==> config.mk <==
export PLATFORM = sky130hd
export DESIGN_NAME = line_arbiter_flat
export DESIGN_NICKNAME = d
export VERILOG_FILES = /design/src/rtl/display_pkg.sv /design/src/rtl/line_arbiter_if.sv /design/src/rtl/line_arbiter_rr_picker.sv /design/src/rtl/line_arbiter.sv /design/src/flat_wrapper.sv
export SDC_FILE = /design/constraint.sdc
export NUM_CORES = 1
export LEC_CHECK = 0
export CORE_ASPECT_RATIO = 0.8
export CORE_MARGIN = 2
export CORE_UTILIZATION = 40
export CTS_CLUSTER_SIZE = 10
export DETAILED_ROUTE_END_ITERATION = 10
export HOLD_SLACK_MARGIN = 0.05
export PLACE_DENSITY = 0.84
export SYNTH_ARGS = -nofsm -noshare
export SYNTH_HDL_FRONTEND = slang
export SYNTH_SLANG_ARGS = --single-unit
==> constraint.sdc <==
create_clock -name clk -period 6.53 [get_ports clk]
set_clock_uncertainty 0.15 [all_clocks]
set_input_delay 1.306 -clock clk [delete_from_list [all_inputs] [get_ports clk]]
set_output_delay 1.306 -clock clk [all_outputs]
set_load 0.01 [all_outputs]
==> src/rtl/display_pkg.sv <==
// Shared display-path definitions: coordinate width, screen limits and the
// line arbiter's state encoding.
package display_pkg;
  localparam int CW       = 11;
  localparam int SCREEN_W = 640;
  localparam int SCREEN_H = 480;

  typedef enum logic [2:0] {
    IDLE,
    LOAD,
    SETTLE,
    DRAW,
    ACK
  } arb_state_t;
endpackage

==> src/rtl/line_arbiter_if.sv <==
// Bundle between the line arbiter, its drawing clients, the line_drawer and
// the framebuffer write path. master = arbiter side, slave = surroundings.
interface line_arbiter_if
  import display_pkg::*;
#(
  parameter int NREQ = 3,
  parameter int CW   = display_pkg::CW,
  parameter int COLW = 1
);
  localparam int IW = $clog2(NREQ);

  logic [NREQ-1:0]           req;
  logic [NREQ-1:0][CW-1:0]   req_x0;
  logic [NREQ-1:0][CW-1:0]   req_y0;
  logic [NREQ-1:0][CW-1:0]   req_x1;
  logic [NREQ-1:0][CW-1:0]   req_y1;
  logic [NREQ-1:0][COLW-1:0] req_color;
  logic [NREQ-1:0]           ack;
  logic                      err;
  logic                      busy;
  logic [IW-1:0]             owner;
  logic                      ld_start;
  logic [CW-1:0]             ld_x0, ld_y0, ld_x1, ld_y1;
  logic [CW-1:0]             ld_x, ld_y;
  logic                      ld_drawn;
  logic [CW-1:0]             pix_x, pix_y;
  logic [COLW-1:0]           pix_color;
  logic                      pix_we;

  modport master (
    input  req, req_x0, req_y0, req_x1, req_y1, req_color,
    input  ld_x, ld_y, ld_drawn,
    output ack, err, busy, owner,
    output ld_start, ld_x0, ld_y0, ld_x1, ld_y1,
    output pix_x, pix_y, pix_color, pix_we
  );

  modport slave (
    output req, req_x0, req_y0, req_x1, req_y1, req_color,
    output ld_x, ld_y, ld_drawn,
    input  ack, err, busy, owner,
    input  ld_start, ld_x0, ld_y0, ld_x1, ld_y1,
    input  pix_x, pix_y, pix_color, pix_we
  );
endinterface

==> src/rtl/line_arbiter_rr_picker.sv <==
// Combinational round-robin selector: first asserted request after the last
// granted index, wrapping modulo NREQ.
module rr_picker #(
  parameter  int NREQ = 3,
  localparam int IW   = $clog2(NREQ)
) (
  input  logic [NREQ-1:0] i_req,
  input  logic [IW-1:0]   i_last,
  output logic            o_valid,
  output logic [IW-1:0]   o_idx
);
  int            w_cand;
  logic [IW-1:0] w_cidx;

  always_comb begin
    o_valid = 1'b0;
    o_idx   = '0;
    w_cand  = 0;
    w_cidx  = '0;
    // k = NREQ lands back on i_last itself, so it is considered last
    for (int k = 1; k <= NREQ; k++) begin
      w_cand = int'(i_last) + k;
      if (w_cand >= NREQ) w_cand = w_cand - NREQ;
      w_cidx = IW'(w_cand);
      if (!o_valid && i_req[w_cidx]) begin
        o_valid = 1'b1;
        o_idx   = w_cidx;
      end
    end
  end
endmodule

==> src/rtl/line_arbiter.sv <==
// Shares one line_drawer between NREQ clients: grants round-robin, restarts the
// drawer, streams its pixels to the framebuffer and acks the owner on completion.
module line_arbiter
  import display_pkg::*;
#(
  parameter  int NREQ    = 3,
  parameter  int CW      = display_pkg::CW,
  parameter  int COLW    = 1,
  parameter  int TIMEOUT = 2048,
  localparam int IW      = $clog2(NREQ),
  localparam int CNTW    = $clog2(TIMEOUT)
) (
  input  logic           clk,
  input  logic           reset,
  line_arbiter_if.master bus
);
  arb_state_t      r_state, w_state_next;
  logic [IW-1:0]   r_owner, r_rr;
  logic [CW-1:0]   r_x0, r_y0, r_x1, r_y1;
  logic [COLW-1:0] r_color;
  logic [CNTW-1:0] r_cnt;
  logic            r_err;
  logic            r_ld_start;
  logic            w_grant_vld;
  logic [IW-1:0]   w_grant_idx;

  rr_picker #(.NREQ(NREQ)) u_picker (
    .i_req   (bus.req),
    .i_last  (r_rr),
    .o_valid (w_grant_vld),
    .o_idx   (w_grant_idx)
  );

  always_comb begin
    w_state_next = r_state;
    case (r_state)
      IDLE:    if (w_grant_vld) w_state_next = LOAD;
      LOAD:    w_state_next = SETTLE;
      // ld_drawn may still be high from the previous line here
      SETTLE:  w_state_next = DRAW;
      DRAW:    if (bus.ld_drawn || r_cnt == CNTW'(TIMEOUT - 1)) w_state_next = ACK;
      ACK:     w_state_next = IDLE;
      default: w_state_next = IDLE;
    endcase
  end

  always_ff @(posedge clk) begin
    if (!reset) begin
      r_state    <= IDLE;
      r_owner    <= '0;
      r_rr       <= IW'(NREQ - 1);
      r_x0       <= '0;
      r_y0       <= '0;
      r_x1       <= '0;
      r_y1       <= '0;
      r_color    <= '0;
      r_cnt      <= '0;
      r_err      <= 1'b0;
      r_ld_start <= 1'b1;
    end else begin
      r_state    <= w_state_next;
      r_ld_start <= (w_state_next == LOAD);
      if (r_state == IDLE && w_grant_vld) begin
        r_owner <= w_grant_idx;
        r_x0    <= bus.req_x0[w_grant_idx];
        r_y0    <= bus.req_y0[w_grant_idx];
        r_x1    <= bus.req_x1[w_grant_idx];
        r_y1    <= bus.req_y1[w_grant_idx];
        r_color <= bus.req_color[w_grant_idx];
      end
      if (r_state == SETTLE) r_cnt <= '0;
      else if (r_state == DRAW) r_cnt <= r_cnt + 1'b1;
      // Value on the final DRAW cycle tells whether the line ended by timeout
      if (r_state == DRAW) r_err <= !bus.ld_drawn;
      if (r_state == ACK) r_rr <= r_owner;
    end
  end

  always_comb begin
    bus.ack    = '0;
    bus.err    = 1'b0;
    bus.busy   = (r_state != IDLE);
    bus.pix_we = 1'b0;
    bus.pix_x  = '0;
    bus.pix_y  = '0;
    case (r_state)
      DRAW: begin
        bus.pix_we = 1'b1;
        bus.pix_x  = bus.ld_x;
        bus.pix_y  = bus.ld_y;
      end
      ACK: begin
        bus.ack = NREQ'(1) << r_owner;
        bus.err = r_err;
      end
      default: ;
    endcase
  end

  assign bus.owner     = r_owner;
  assign bus.ld_start  = r_ld_start;
  assign bus.ld_x0     = r_x0;
  assign bus.ld_y0     = r_y0;
  assign bus.ld_x1     = r_x1;
  assign bus.ld_y1     = r_y1;
  assign bus.pix_color = r_color;
endmodule

==> src/flat_wrapper.sv <==
// flat-port wrapper written by rule: the top's interface ports become plain ports
module line_arbiter_flat import display_pkg::*;
#(
  parameter  int NREQ    = 3,
  parameter  int CW      = display_pkg::CW,
  parameter  int COLW    = 1,
  parameter  int TIMEOUT = 2048,
  localparam int IW      = $clog2(NREQ),
  localparam int CNTW    = $clog2(TIMEOUT)
)
  (clk, reset, bus_req, bus_req_x0, bus_req_y0, bus_req_x1, bus_req_y1, bus_req_color, bus_ld_x, bus_ld_y, bus_ld_drawn, bus_ack, bus_err, bus_busy, bus_owner, bus_ld_start, bus_ld_x0, bus_ld_y0, bus_ld_x1, bus_ld_y1, bus_pix_x, bus_pix_y, bus_pix_color, bus_pix_we);
  line_arbiter_if #(.NREQ(NREQ), .CW(CW), .COLW(COLW)) bus_i ();
  input  logic clk;
  input  logic reset;
  input wire logic [$bits(bus_i.req)-1:0] bus_req;
  input wire logic [$bits(bus_i.req_x0)-1:0] bus_req_x0;
  input wire logic [$bits(bus_i.req_y0)-1:0] bus_req_y0;
  input wire logic [$bits(bus_i.req_x1)-1:0] bus_req_x1;
  input wire logic [$bits(bus_i.req_y1)-1:0] bus_req_y1;
  input wire logic [$bits(bus_i.req_color)-1:0] bus_req_color;
  input wire logic [$bits(bus_i.ld_x)-1:0] bus_ld_x;
  input wire logic [$bits(bus_i.ld_y)-1:0] bus_ld_y;
  input wire logic [$bits(bus_i.ld_drawn)-1:0] bus_ld_drawn;
  output wire logic [$bits(bus_i.ack)-1:0] bus_ack;
  output wire logic [$bits(bus_i.err)-1:0] bus_err;
  output wire logic [$bits(bus_i.busy)-1:0] bus_busy;
  output wire logic [$bits(bus_i.owner)-1:0] bus_owner;
  output wire logic [$bits(bus_i.ld_start)-1:0] bus_ld_start;
  output wire logic [$bits(bus_i.ld_x0)-1:0] bus_ld_x0;
  output wire logic [$bits(bus_i.ld_y0)-1:0] bus_ld_y0;
  output wire logic [$bits(bus_i.ld_x1)-1:0] bus_ld_x1;
  output wire logic [$bits(bus_i.ld_y1)-1:0] bus_ld_y1;
  output wire logic [$bits(bus_i.pix_x)-1:0] bus_pix_x;
  output wire logic [$bits(bus_i.pix_y)-1:0] bus_pix_y;
  output wire logic [$bits(bus_i.pix_color)-1:0] bus_pix_color;
  output wire logic [$bits(bus_i.pix_we)-1:0] bus_pix_we;
  assign bus_i.req = bus_req;
  assign bus_i.req_x0 = bus_req_x0;
  assign bus_i.req_y0 = bus_req_y0;
  assign bus_i.req_x1 = bus_req_x1;
  assign bus_i.req_y1 = bus_req_y1;
  assign bus_i.req_color = bus_req_color;
  assign bus_i.ld_x = bus_ld_x;
  assign bus_i.ld_y = bus_ld_y;
  assign bus_i.ld_drawn = bus_ld_drawn;
  assign bus_ack = bus_i.ack;
  assign bus_err = bus_i.err;
  assign bus_busy = bus_i.busy;
  assign bus_owner = bus_i.owner;
  assign bus_ld_start = bus_i.ld_start;
  assign bus_ld_x0 = bus_i.ld_x0;
  assign bus_ld_y0 = bus_i.ld_y0;
  assign bus_ld_x1 = bus_i.ld_x1;
  assign bus_ld_y1 = bus_i.ld_y1;
  assign bus_pix_x = bus_i.pix_x;
  assign bus_pix_y = bus_i.pix_y;
  assign bus_pix_color = bus_i.pix_color;
  assign bus_pix_we = bus_i.pix_we;
  line_arbiter #(.NREQ(NREQ), .CW(CW), .COLW(COLW), .TIMEOUT(TIMEOUT)) u_core (.clk(clk), .reset(reset), .bus(bus_i));
endmodule
-- Word-level counts from Yosys, hierarchy flattened
Index checks and enable logic that the tools add are counted.
- register bits: 65
- bits of input ports: 163
- output and inout bits: 76
- logic and storage cells: 76
- add/sub/neg operators: 7
- magnitude comparators: 7
- equality and inequality tests: 6
- shifts and indexed selects: 1
- muxes and demuxes: 33
- bitwise operators: 1
- reduce and logical (&&, ||, !) cells: 10
- operators with widths (cell ; count):
    $bmux W11 S2 ; 4
    $mux W11 ; 6
    $lt A2 B3 Y1 const B ; 4
    $mux W2 ; 6
    $pmux W3 S4 ; 1
    $add A11 B1 Y11 const B ; 1
    $eq A11 B11 Y1 const B ; 1
    $ge A3 B2 Y1 const B ; 3
    $mux W1 ; 9
    $mux W3 ; 3
    $bmux W1 S2 ; 4
    $add A2 B2 Y3 const B ; 2
    $eq A3 B1 Y1 const B ; 2
    $eq A3 B2 Y1 const B ; 2
    $sub A2 B2 Y2 const B ; 3
    $add A2 B1 Y3 const B ; 1
    $eq A3 B3 Y1 const B ; 1
    $logic_and A1 B1 Y1 ; 3
    $logic_not A1 Y1 ; 3
    $logic_not A3 Y1 ; 1
    $reduce_bool A3 Y1 ; 1
    $shl A1 B2 Y3 const A ; 1
    $reduce_or A2 Y1 ; 1
    $logic_or A1 B1 Y1 ; 1
    $not A1 Y1 ; 1

-- Longest topological paths before layout
Gate-level depths: netlist (run 1).
- depth after elaboration: 15
- gate-level depth with buffers: 10
- mapped depth without buffers: 7

-- Modules after synthesis
From an unflattened synthesis (run 1), not the netlist that was laid out.
- cells, all modules: 461
- area, all modules: 3823.7 um2
- modules (own cells, without submodules) (module ; times used ; cells each ; area an instance (um2) ; sequential area each (um2)):
    line_arbiter ; 1 ; 432 ; 3658.5 ; 1301.2
    rr_picker ; 1 ; 29 ; 165.2 ; 0.0

-- Worst setup path before layout (run 1)
No wires, ideal clock.
- path kind: reg2out
- start point: reg u_core.r_state[1]
- end point: out bus_pix_y[1]
- arrival time: 1.496 ns
- data required time: 5.074 ns
- slack: 3.578 ns
- stages on the path, launching flop included: 6
- path buffers: 2
- cell sequence: dfxtp_1 > nor2b_1 > and2_1 > clkbuf_1 > clkbuf_1 > and2_1
- longest elaborated chain between the ends: 2
- RTL lines (item ; RTL line ; RTL):
    from (decl) ; line_arbiter.sv:17 ; arb_state_t r_state, w_state_next;
    from (signal assigned) ; line_arbiter.sv:61 ; r_state <= w_state_next;
    $eq A3 B2 Y1 ; line_arbiter.sv:86 ; case (r_state)
    $mux W11 ; line_arbiter.sv:86 ;
    to (decl) ; flat_wrapper.sv:34 ; output wire logic [$bits(bus_i.pix_y)-1:0] bus_pix_y;
No other way between the ends.

-- Worst setup path in the final report (run 1)
- start point: in bus_req[2]
- end point: reg u_core.r_x1[2] (netlist: u_core.bus.ld_x1[2])
- longest elaborated chain between the ends: 11
- elaborated cells on any way between the ends: 19
- those cells by class: mux (14); reduce/logical (5)
- RTL lines (item ; RTL line ; RTL):
    from (decl) ; flat_wrapper.sv:15 ; input wire logic [$bits(bus_i.req)-1:0] bus_req;
    $bmux W1 S2 ; line_arbiter_rr_picker.sv:25 ; if (!o_valid && i_req[w_cidx]) begin
    $mux W1 (not written as such) ; line_arbiter_rr_picker.sv:25 ;
    $mux W1 ; line_arbiter_rr_picker.sv:25 ;
    $logic_not A1 Y1 ; line_arbiter_rr_picker.sv:25 ;
    $logic_and A1 B1 Y1 ; line_arbiter_rr_picker.sv:25 ;
    $mux W1 ; line_arbiter_rr_picker.sv:25 ;
    $logic_not A1 Y1 ; line_arbiter_rr_picker.sv:25 ;
    $logic_and A1 B1 Y1 ; line_arbiter_rr_picker.sv:25 ;
    $mux W2 ; line_arbiter_rr_picker.sv:25 ;
    $bmux W11 S2 ; line_arbiter.sv:67 ; r_x1 <= bus.req_x1[w_grant_idx];
    $mux W11 (not written as such) ; line_arbiter.sv:67 ;
    to (signal assigned) ; line_arbiter.sv:67 ;
    to (decl) ; line_arbiter.sv:19 ; logic [CW-1:0] r_x0, r_y0, r_x1, r_y1;
Parallel ways exist; a longest one is shown, timed or not. The select of a mux whose other input is x is not followed.
A chain may end at the register's enable or synchronous reset.

==> run summary, run 1 <==
kind of critical path: primary input to flip-flop
final number of max-transition violations: 0
Crit path arrival time: 4.03 ns
Synth cell types: 41
crit path capture type: flip-flop
final weighted congestion in routability-driven placement: 0.8518
nets in the synthesized netlist: 623
number of antenna violations at the first check in global routing: 0
# hold bufs at CTS: 0
post-route antenna net violation count: 0
total vias in the final route: 4380
unrepaired setup endpoints after global routing: false
maxcap violations: 0
number of synthesized flops with an enable pin: 0
starting density of the core: 41.09%
final hold violation count: 0
CTS tree: yes
xor and xnor fraction of the mapped netlist area: 1.879%
yosys warns: 0
cells resized by post-CTS repair: 0
number of failing setup endpoints in the final timing report: 0
FF-to-FF setup slack: 3.22 ns
Post-synth ARST share: 0%
die height: 90.37 microns
latest clock arrival within the worst-skew pair: 0.32 ns
fraction of the mapped netlist area in compound gates: 21.40%
number of top-level pins: 239
Period minus WS final: 3.962 ns
Avg WL per Cell: 17.29 microns
share of the clock period used by the worst path: 60.67%
top layer in use: met4
met1 WL: 5746 microns
library cell used as clock root buffer: sky130_fd_sc_hd__clkbuf_16
worst slack at placement: 2.265 ns
Routed Wire Length: 13610 microns
total overflow reported by the global router: 0
leakage power summed over all cells: 2.449 nW
dominant combinational cell family by area after synthesis: simple AND/OR/NAND/NOR gates
r2r startpoint: u_core.r_rr[0]$_SDFFE_PN0P_
P per Cell Area: 218.8 mW/mm^2
HP Start: u_core.bus.ld_x0[5]$_SDFFE_PN0P_
routed wl met2: 6585 microns
maximum number of buffers from clock root to sink: 2
Post-Synth Adder-Cell Area: 1.342%
Post-Synthesis Cell Area: 0.003730 sq mm
# nets final: 834
transition time at the pin with the least slew margin: 1.133 ns
Hold Path Class: flip-flop to flip-flop
hold-critical path depth: 2
proportion of layout cells with a drive suffix above 1: 6.696%
area of the core region: 0.009076 sq mm
Tot GR Track Use: 25.98%
DRC errors left: 0
global-route wire length before repair: 21600 microns
vias in the first global route: 4315
number of sinks driven by the clock tree: 65
placed cell count: 771
number of instances in the synthesized netlist: 456
fin worst setup slack: 2.568 ns
largest net degree at the start of global routing: 53
non-filler instance count after layout: 787
fraction of the yosys area taken by sequential cells: 34.89%
count of input and output buffers: 238
Tot Pwr: 1.392 mW
proportion of synthesized area in mux cells: 1.107%
area growth from synthesis to layout: 70.58%
n_diodes: 0
Worst slew margin: 24.48%
Worst EP required: 6.60 ns
worst setup path startpoint: bus_req[2]
floorplan die area: 0.01012 sq mm
f_max: 252.4 MHz
final-layout fill cell count: 720
worst reg2reg path depth: 7
Met3 Routed Length: 1011 microns
Worst Hold Endpoint: u_core.bus.ld_x0[5]$_SDFFE_PN0P_
first drt pass iteration count: 5
CP Max Fanout: 52
number of DRC violations after detailed-routing iteration 0: 360
count of H-tree levels built during CTS: 3
Die Span X: 112.0 microns
run status: finished, final reports clean
maximum vdd ir drop: 159.3 uV
Mapped Avg Cell Area: 8.179 sq um
type of element launching the critical path: primary input
aggregate negative setup slack: 0 ns
via density per instance: 5.565
setup bufs post-CTS: 0
register bit count reported by yosys: 65
Worst-path clk slew: 0.05 ns
simple-gate area share of the yosys netlist: 32.91%
destination of the worst register-to-register timing path: u_core.bus.ld_y1[3]$_SDFFE_PN0P_
Rows: 31
detailed-placement wirelength estimate: 9503 microns
most used flip-flop cell after synthesis: sky130_fd_sc_hd__dfxtp_1
number of buffers inserted during clock tree synthesis: 9
-- layout make-up --
cell class	count	area, sq um	area share (%)
inverters	5	18.77	0.2950
repair buffers	243	2415	37.95
multi-input cells	343	2193	34.47
well taps	115	143.9	2.262
clock inverters	3	40.04	0.6293
clock buffers	13	250.2	3.933
flip-flops and latches	65	1301	20.45
-- power by group --
part / leakage (nW) / switching (mW) / total (mW) / internal, mW
Combinational: 1.77 / 0.187 / 0.435 / 0.248
Clock: 0.144 / 0.169 / 0.474 / 0.305
Sequential: 0.534 / 0.0334 / 0.483 / 0.450
-- worst max-delay path by stage --
stage / slack, ns / depth (start not counted) / end
floorplan: 3.58 / 5 / bus_pix_y[1]
global placement: 2.42 / 8 / u_core.bus.ld_x1[2]$_SDFFE_PN0P_
detailed placement: 2.26 / 8 / u_core.bus.ld_x1[2]$_SDFFE_PN0P_
CTS: 2.59 / 4 / bus_pix_x[6]
global route: 2.38 / 8 / u_core.bus.ld_x1[2]$_SDFFE_PN0P_
finish: 2.57 / 8 / u_core.bus.ld_x1[2]$_SDFFE_PN0P_
-- metrics by stage --
stage	utilization, %	cell area, sq um	hold slack (ns)
after global placement	66.90	6072	0.3010
after CTS	70.10	6362	0.3191
after detailed placement	66.90	6072	0.3115
after floorplan	-	3730	0.3087
final	70.10	6362	0.3161
after global routing	70.10	6362	0.3399
-- cell usage in the layout (no fill, tap or decap), types with 6 or more instances in the layout --
master,count
sky130_fd_sc_hd__clkbuf_16,9
sky130_fd_sc_hd__and2_1,25
sky130_fd_sc_hd__nand3_1,52
sky130_fd_sc_hd__o41ai_2,19
sky130_fd_sc_hd__clkdlybuf4s50_1,237
sky130_fd_sc_hd__nor3_1,52
sky130_fd_sc_hd__and3_1,24
sky130_fd_sc_hd__a211oi_1,22
sky130_fd_sc_hd__nor2_1,62
sky130_fd_sc_hd__nand2_1,7
sky130_fd_sc_hd__o41ai_1,6
sky130_fd_sc_hd__o31ai_1,21
sky130_fd_sc_hd__dfxtp_1,65
-- synth_stat cells, types with 6 or more instances --
cell type | number | area [sq um]
sky130_fd_sc_hd__a211oi_1 | 22 | 165.2
sky130_fd_sc_hd__and2_1 | 26 | 162.7
sky130_fd_sc_hd__and3_1 | 24 | 150.1
sky130_fd_sc_hd__buf_2 | 7 | 35.03
sky130_fd_sc_hd__clkbuf_1 | 26 | 97.59
sky130_fd_sc_hd__dfxtp_1 | 65 | 1301
sky130_fd_sc_hd__nand2_1 | 9 | 33.78
sky130_fd_sc_hd__nand3_1 | 52 | 260.3
sky130_fd_sc_hd__nor2_1 | 62 | 232.7
sky130_fd_sc_hd__nor3_1 | 52 | 260.3
sky130_fd_sc_hd__o31ai_1 | 21 | 157.7
sky130_fd_sc_hd__o41ai_1 | 6 | 52.55
sky130_fd_sc_hd__o41ai_2 | 19 | 309.1
-- flip-flops by register name (all words and copies together), names as in the netlist --
register	flops
u_core.bus.ld_x0	11
u_core.r_err	1
u_core.bus.ld_y0	11
u_core.bus.owner	2
u_core.bus.ld_x1	11
u_core.r_state	3
u_core.bus.ld_start	1
u_core.bus.ld_y1	11
u_core.r_cnt	11
u_core.bus.pix_color	1
u_core.r_rr	2
-- routing by layer --
metal / up-vias / track usage (%)
met3: 21 / 6.443
met2: 231 / 44.70
met5: - / 0
li1: 2095 / -
met4: 0 / 7.012
met1: 2033 / 32.54
-- logic make-up after synthesis --
family	Yosys count
AND/OR/NAND/NOR	243
AO/OA/AOI/OAI	84
flip-flops	65
buffers and inverters	48
XOR/XNOR	8
multiplexers	4
adder cells (fa/ha/maj)	4
-- worst max-delay path: stages --
cell and delay (ns):
sky130_fd_sc_hd__clkdlybuf4s50_1 0.50, sky130_fd_sc_hd__a22oi_1 0.29, sky130_fd_sc_hd__nand4b_1 0.13, sky130_fd_sc_hd__buf_4 0.22
sky130_fd_sc_hd__nand2_2 0.71, sky130_fd_sc_hd__buf_4 0.38, sky130_fd_sc_hd__nor3_1 0.09, sky130_fd_sc_hd__o41ai_2 0.38
(Power assumes the default switching activity.)
==> inputs of run 2 (changes only) <==
--- a/config.mk
+++ b/config.mk
@@ -7,11 +7,11 @@
 export LEC_CHECK = 0
 export CORE_ASPECT_RATIO = 0.8
 export CORE_MARGIN = 2
-export CORE_UTILIZATION = 40
+export CORE_UTILIZATION = 37
 export CTS_CLUSTER_SIZE = 10
 export DETAILED_ROUTE_END_ITERATION = 10
 export HOLD_SLACK_MARGIN = 0.05
-export PLACE_DENSITY = 0.84
+export PLACE_DENSITY = 0.79
 export SYNTH_ARGS = -nofsm -noshare
 export SYNTH_HDL_FRONTEND = slang
 export SYNTH_SLANG_ARGS = --single-unit
==> constraint.sdc (replaced) <==
create_clock -name clk -period 3.8 [get_ports clk]
set_clock_uncertainty 0.15 [all_clocks]
set_input_delay 0.76 -clock clk [delete_from_list [all_inputs] [get_ports clk]]
set_output_delay 0.76 -clock clk [all_outputs]
set_load 0.01 [all_outputs]
==> run summary, run 2 (synthesis gave the netlist of run 1 again) <==
number of top-level pins: 239 (unchanged)
unrepaired setup endpoints after global routing: false
DRC errors left: 0 (unchanged)
final hold violation count: 0 (unchanged)
type of element launching the critical path: flip-flop
maximum number of buffers from clock root to sink: 2 (unchanged)
commonest non-fill, non-tap cells in the layout: sky130_fd_sc_hd__clkdlybuf4s50_1 (237), sky130_fd_sc_hd__dfxtp_1 (65), sky130_fd_sc_hd__nor2_1 (62)
worst slack at placement: 0.2073 ns (-2.057 ns)
P per Cell Area: 362.8 mW/mm^2 (+66%)
Worst EP required: 3.80 ns (-2.80 ns)
global-route wire length before repair: 21450 microns (-0.70%)
Period minus WS final: 3.304 ns
count of input and output buffers: 238 (unchanged)
leading cell type in the layout, fill and taps excluded: sky130_fd_sc_hd__clkdlybuf4s50_1
Hold Path Class: flip-flop to flip-flop
starting density of the core: 38.34% (-2.8 points)
post-route antenna net violation count: 0 (unchanged)
detailed-placement wirelength estimate: 10090 microns (+6.2%)
number of antenna violations at the first check in global routing: 0 (unchanged)
FF-to-FF setup slack: 0.50 ns (-2.72 ns)
Rows: 32 (+3.2%)
Tot GR Track Use: 24.83% (-1.2 points)
f_max: 302.7 MHz
n_diodes: 0 (unchanged)
area of the core region: 0.009729 sq mm (+7.2%)
kind of critical path: flip-flop to flip-flop
floorplan die area: 0.01090 sq mm (+7.8%)
count of H-tree levels built during CTS: 3 (unchanged)
maximum vdd ir drop: 250.1 uV (+57%)
leakage power summed over all cells: 2.468 nW (+0.78%)
share of the clock period used by the worst path: 86.94%
final weighted congestion in routability-driven placement: 0.8497 (-0.25%)
aggregate negative setup slack: 0 ns (unchanged)
first drt pass iteration count: 5 (unchanged)
CP Max Fanout: 45 (-13%)
area growth from synthesis to layout: 71.99%
Routed Wire Length: 14030 microns (+3.1%)
setup bufs post-CTS: 0 (unchanged)
total overflow reported by the global router: 0 (unchanged)
placed cell count: 799 (+3.6%)
die height: 93.80 microns (+3.8%)
cells resized by post-CTS repair: 0 (unchanged)
vias in the first global route: 4472 (+3.6%)
Crit path arrival time: 3.31 ns (-0.72 ns)
number of sinks driven by the clock tree: 65 (unchanged)
Die Span X: 116.3 microns (+3.8%)
proportion of layout cells with a drive suffix above 1: 7.670% (+0.97 points)
final number of max-transition violations: 0 (unchanged)
crit path capture type: flip-flop
CTS tree: yes
Avg WL per Cell: 17.24 microns (-0.30%)
largest net degree at the start of global routing: 51 (-3.8%)
via density per instance: 5.424 (-2.5%)
library cell used as clock root buffer: sky130_fd_sc_hd__clkbuf_16
# nets final: 841 (+0.84%)
maxcap violations: 0 (unchanged)
number of buffers inserted during clock tree synthesis: 9 (unchanged)
transition time at the pin with the least slew margin: 1.163 ns (+0.03019 ns)
non-filler instance count after layout: 814 (+3.4%)
Worst-path clk slew: 0.05 ns (about the same)
Worst slew margin: 21.65% (-2.8 points)
total vias in the final route: 4415 (+0.80%)
# hold bufs at CTS: 0 (unchanged)
run status: finished, final reports clean
number of failing setup endpoints in the final timing report: 0 (unchanged)
latest clock arrival within the worst-skew pair: 0.32 ns (about the same)
fin worst setup slack: 0.4964 ns (-2.072 ns)
number of DRC violations after detailed-routing iteration 0: 365 (+1.4%)
[run 2: changes by cell type in the layout (fill, tap and decap cells not counted)]
cell	previous run	this run
sky130_fd_sc_hd__buf_4	5	12
sky130_fd_sc_hd__bufinv_16	1	0
sky130_fd_sc_hd__clkbuf_1	3	2
sky130_fd_sc_hd__clkinvlp_4	0	1
[run 2: path summary, 6_finish.rpt]
kind / depth (start not counted) / end / start
worst max-delay path: 7 / u_core.bus.ld_x0[5]$_SDFFE_PN0P_ / u_core.r_rr[0]$_SDFFE_PN0P_
worst min-delay path: 2 / u_core.bus.ld_y0[7]$_SDFFE_PN0P_ / u_core.bus.ld_y0[7]$_SDFFE_PN0P_
worst max register to register: 7 / u_core.bus.ld_x0[5]$_SDFFE_PN0P_ / u_core.r_rr[0]$_SDFFE_PN0P_
worst min register to register: 2 / u_core.bus.ld_y0[7]$_SDFFE_PN0P_ / u_core.bus.ld_y0[7]$_SDFFE_PN0P_
[run 2: worst max-delay path, cell delays in order (launching register included)]
cell and delay, ns:
sky130_fd_sc_hd__dfxtp_1 0.39, sky130_fd_sc_hd__inv_1 0.11, sky130_fd_sc_hd__ha_1 0.45, sky130_fd_sc_hd__mux2_1 0.36, sky130_fd_sc_hd__a221o_1 0.39, sky130_fd_sc_hd__o21bai_4 0.14, sky130_fd_sc_hd__or2_2 0.87, sky130_fd_sc_hd__o31ai_1 0.23
[run 2: metal layers]
layer / up-vias / track usage [%] / wire, microns
met5: - / 0 / 0
li1: 2109 / - / -
met3: 24 / 6.581 / 1180
met1: 2056 / 29.18 / 5759
met2: 226 / 43.17 / 6811
met4: 0 / 9.226 / 278
[run 2: final cells by class]
class / count / area, sq um
clock buffer: 12 / 246.5
clock inverter: 3 / 17.52
fill: 794 / 3314
inverter: 5 / 18.77
multi-input combinational: 343 / 2193
sequential: 65 / 1301
tap: 136 / 170.2
timing repair buffer: 250 / 2467
[run 2: metrics by stage]
| step | power, mW | area [sq um] | util (%) | hold WS, ns |
|---|---|---|---|---|
| 2_1_floorplan | 1.179 | 3730 | - | 0.3087 |
| 3_3_place_gp | 1.584 | 6151 | 63.22 | 0.3035 |
| 3_5_place_dp | 1.599 | 6151 | 63.22 | 0.3094 |
| 4_1_cts | 2.339 | 6415 | 65.93 | 0.3166 |
| 5_1_grt | 2.431 | 6415 | 65.93 | 0.3395 |
| 6_report | 2.328 | 6415 | 65.93 | 0.3162 |
[run 2: report_power, final]
part | switching (mW) | internal (mW) | leakage (nW)
clock | 0.285 | 0.453 | 0.128
sequential | 0.0570 | 0.773 | 0.534
combinational | 0.330 | 0.430 | 1.81
total | 0.671 | 1.66 | 2.47
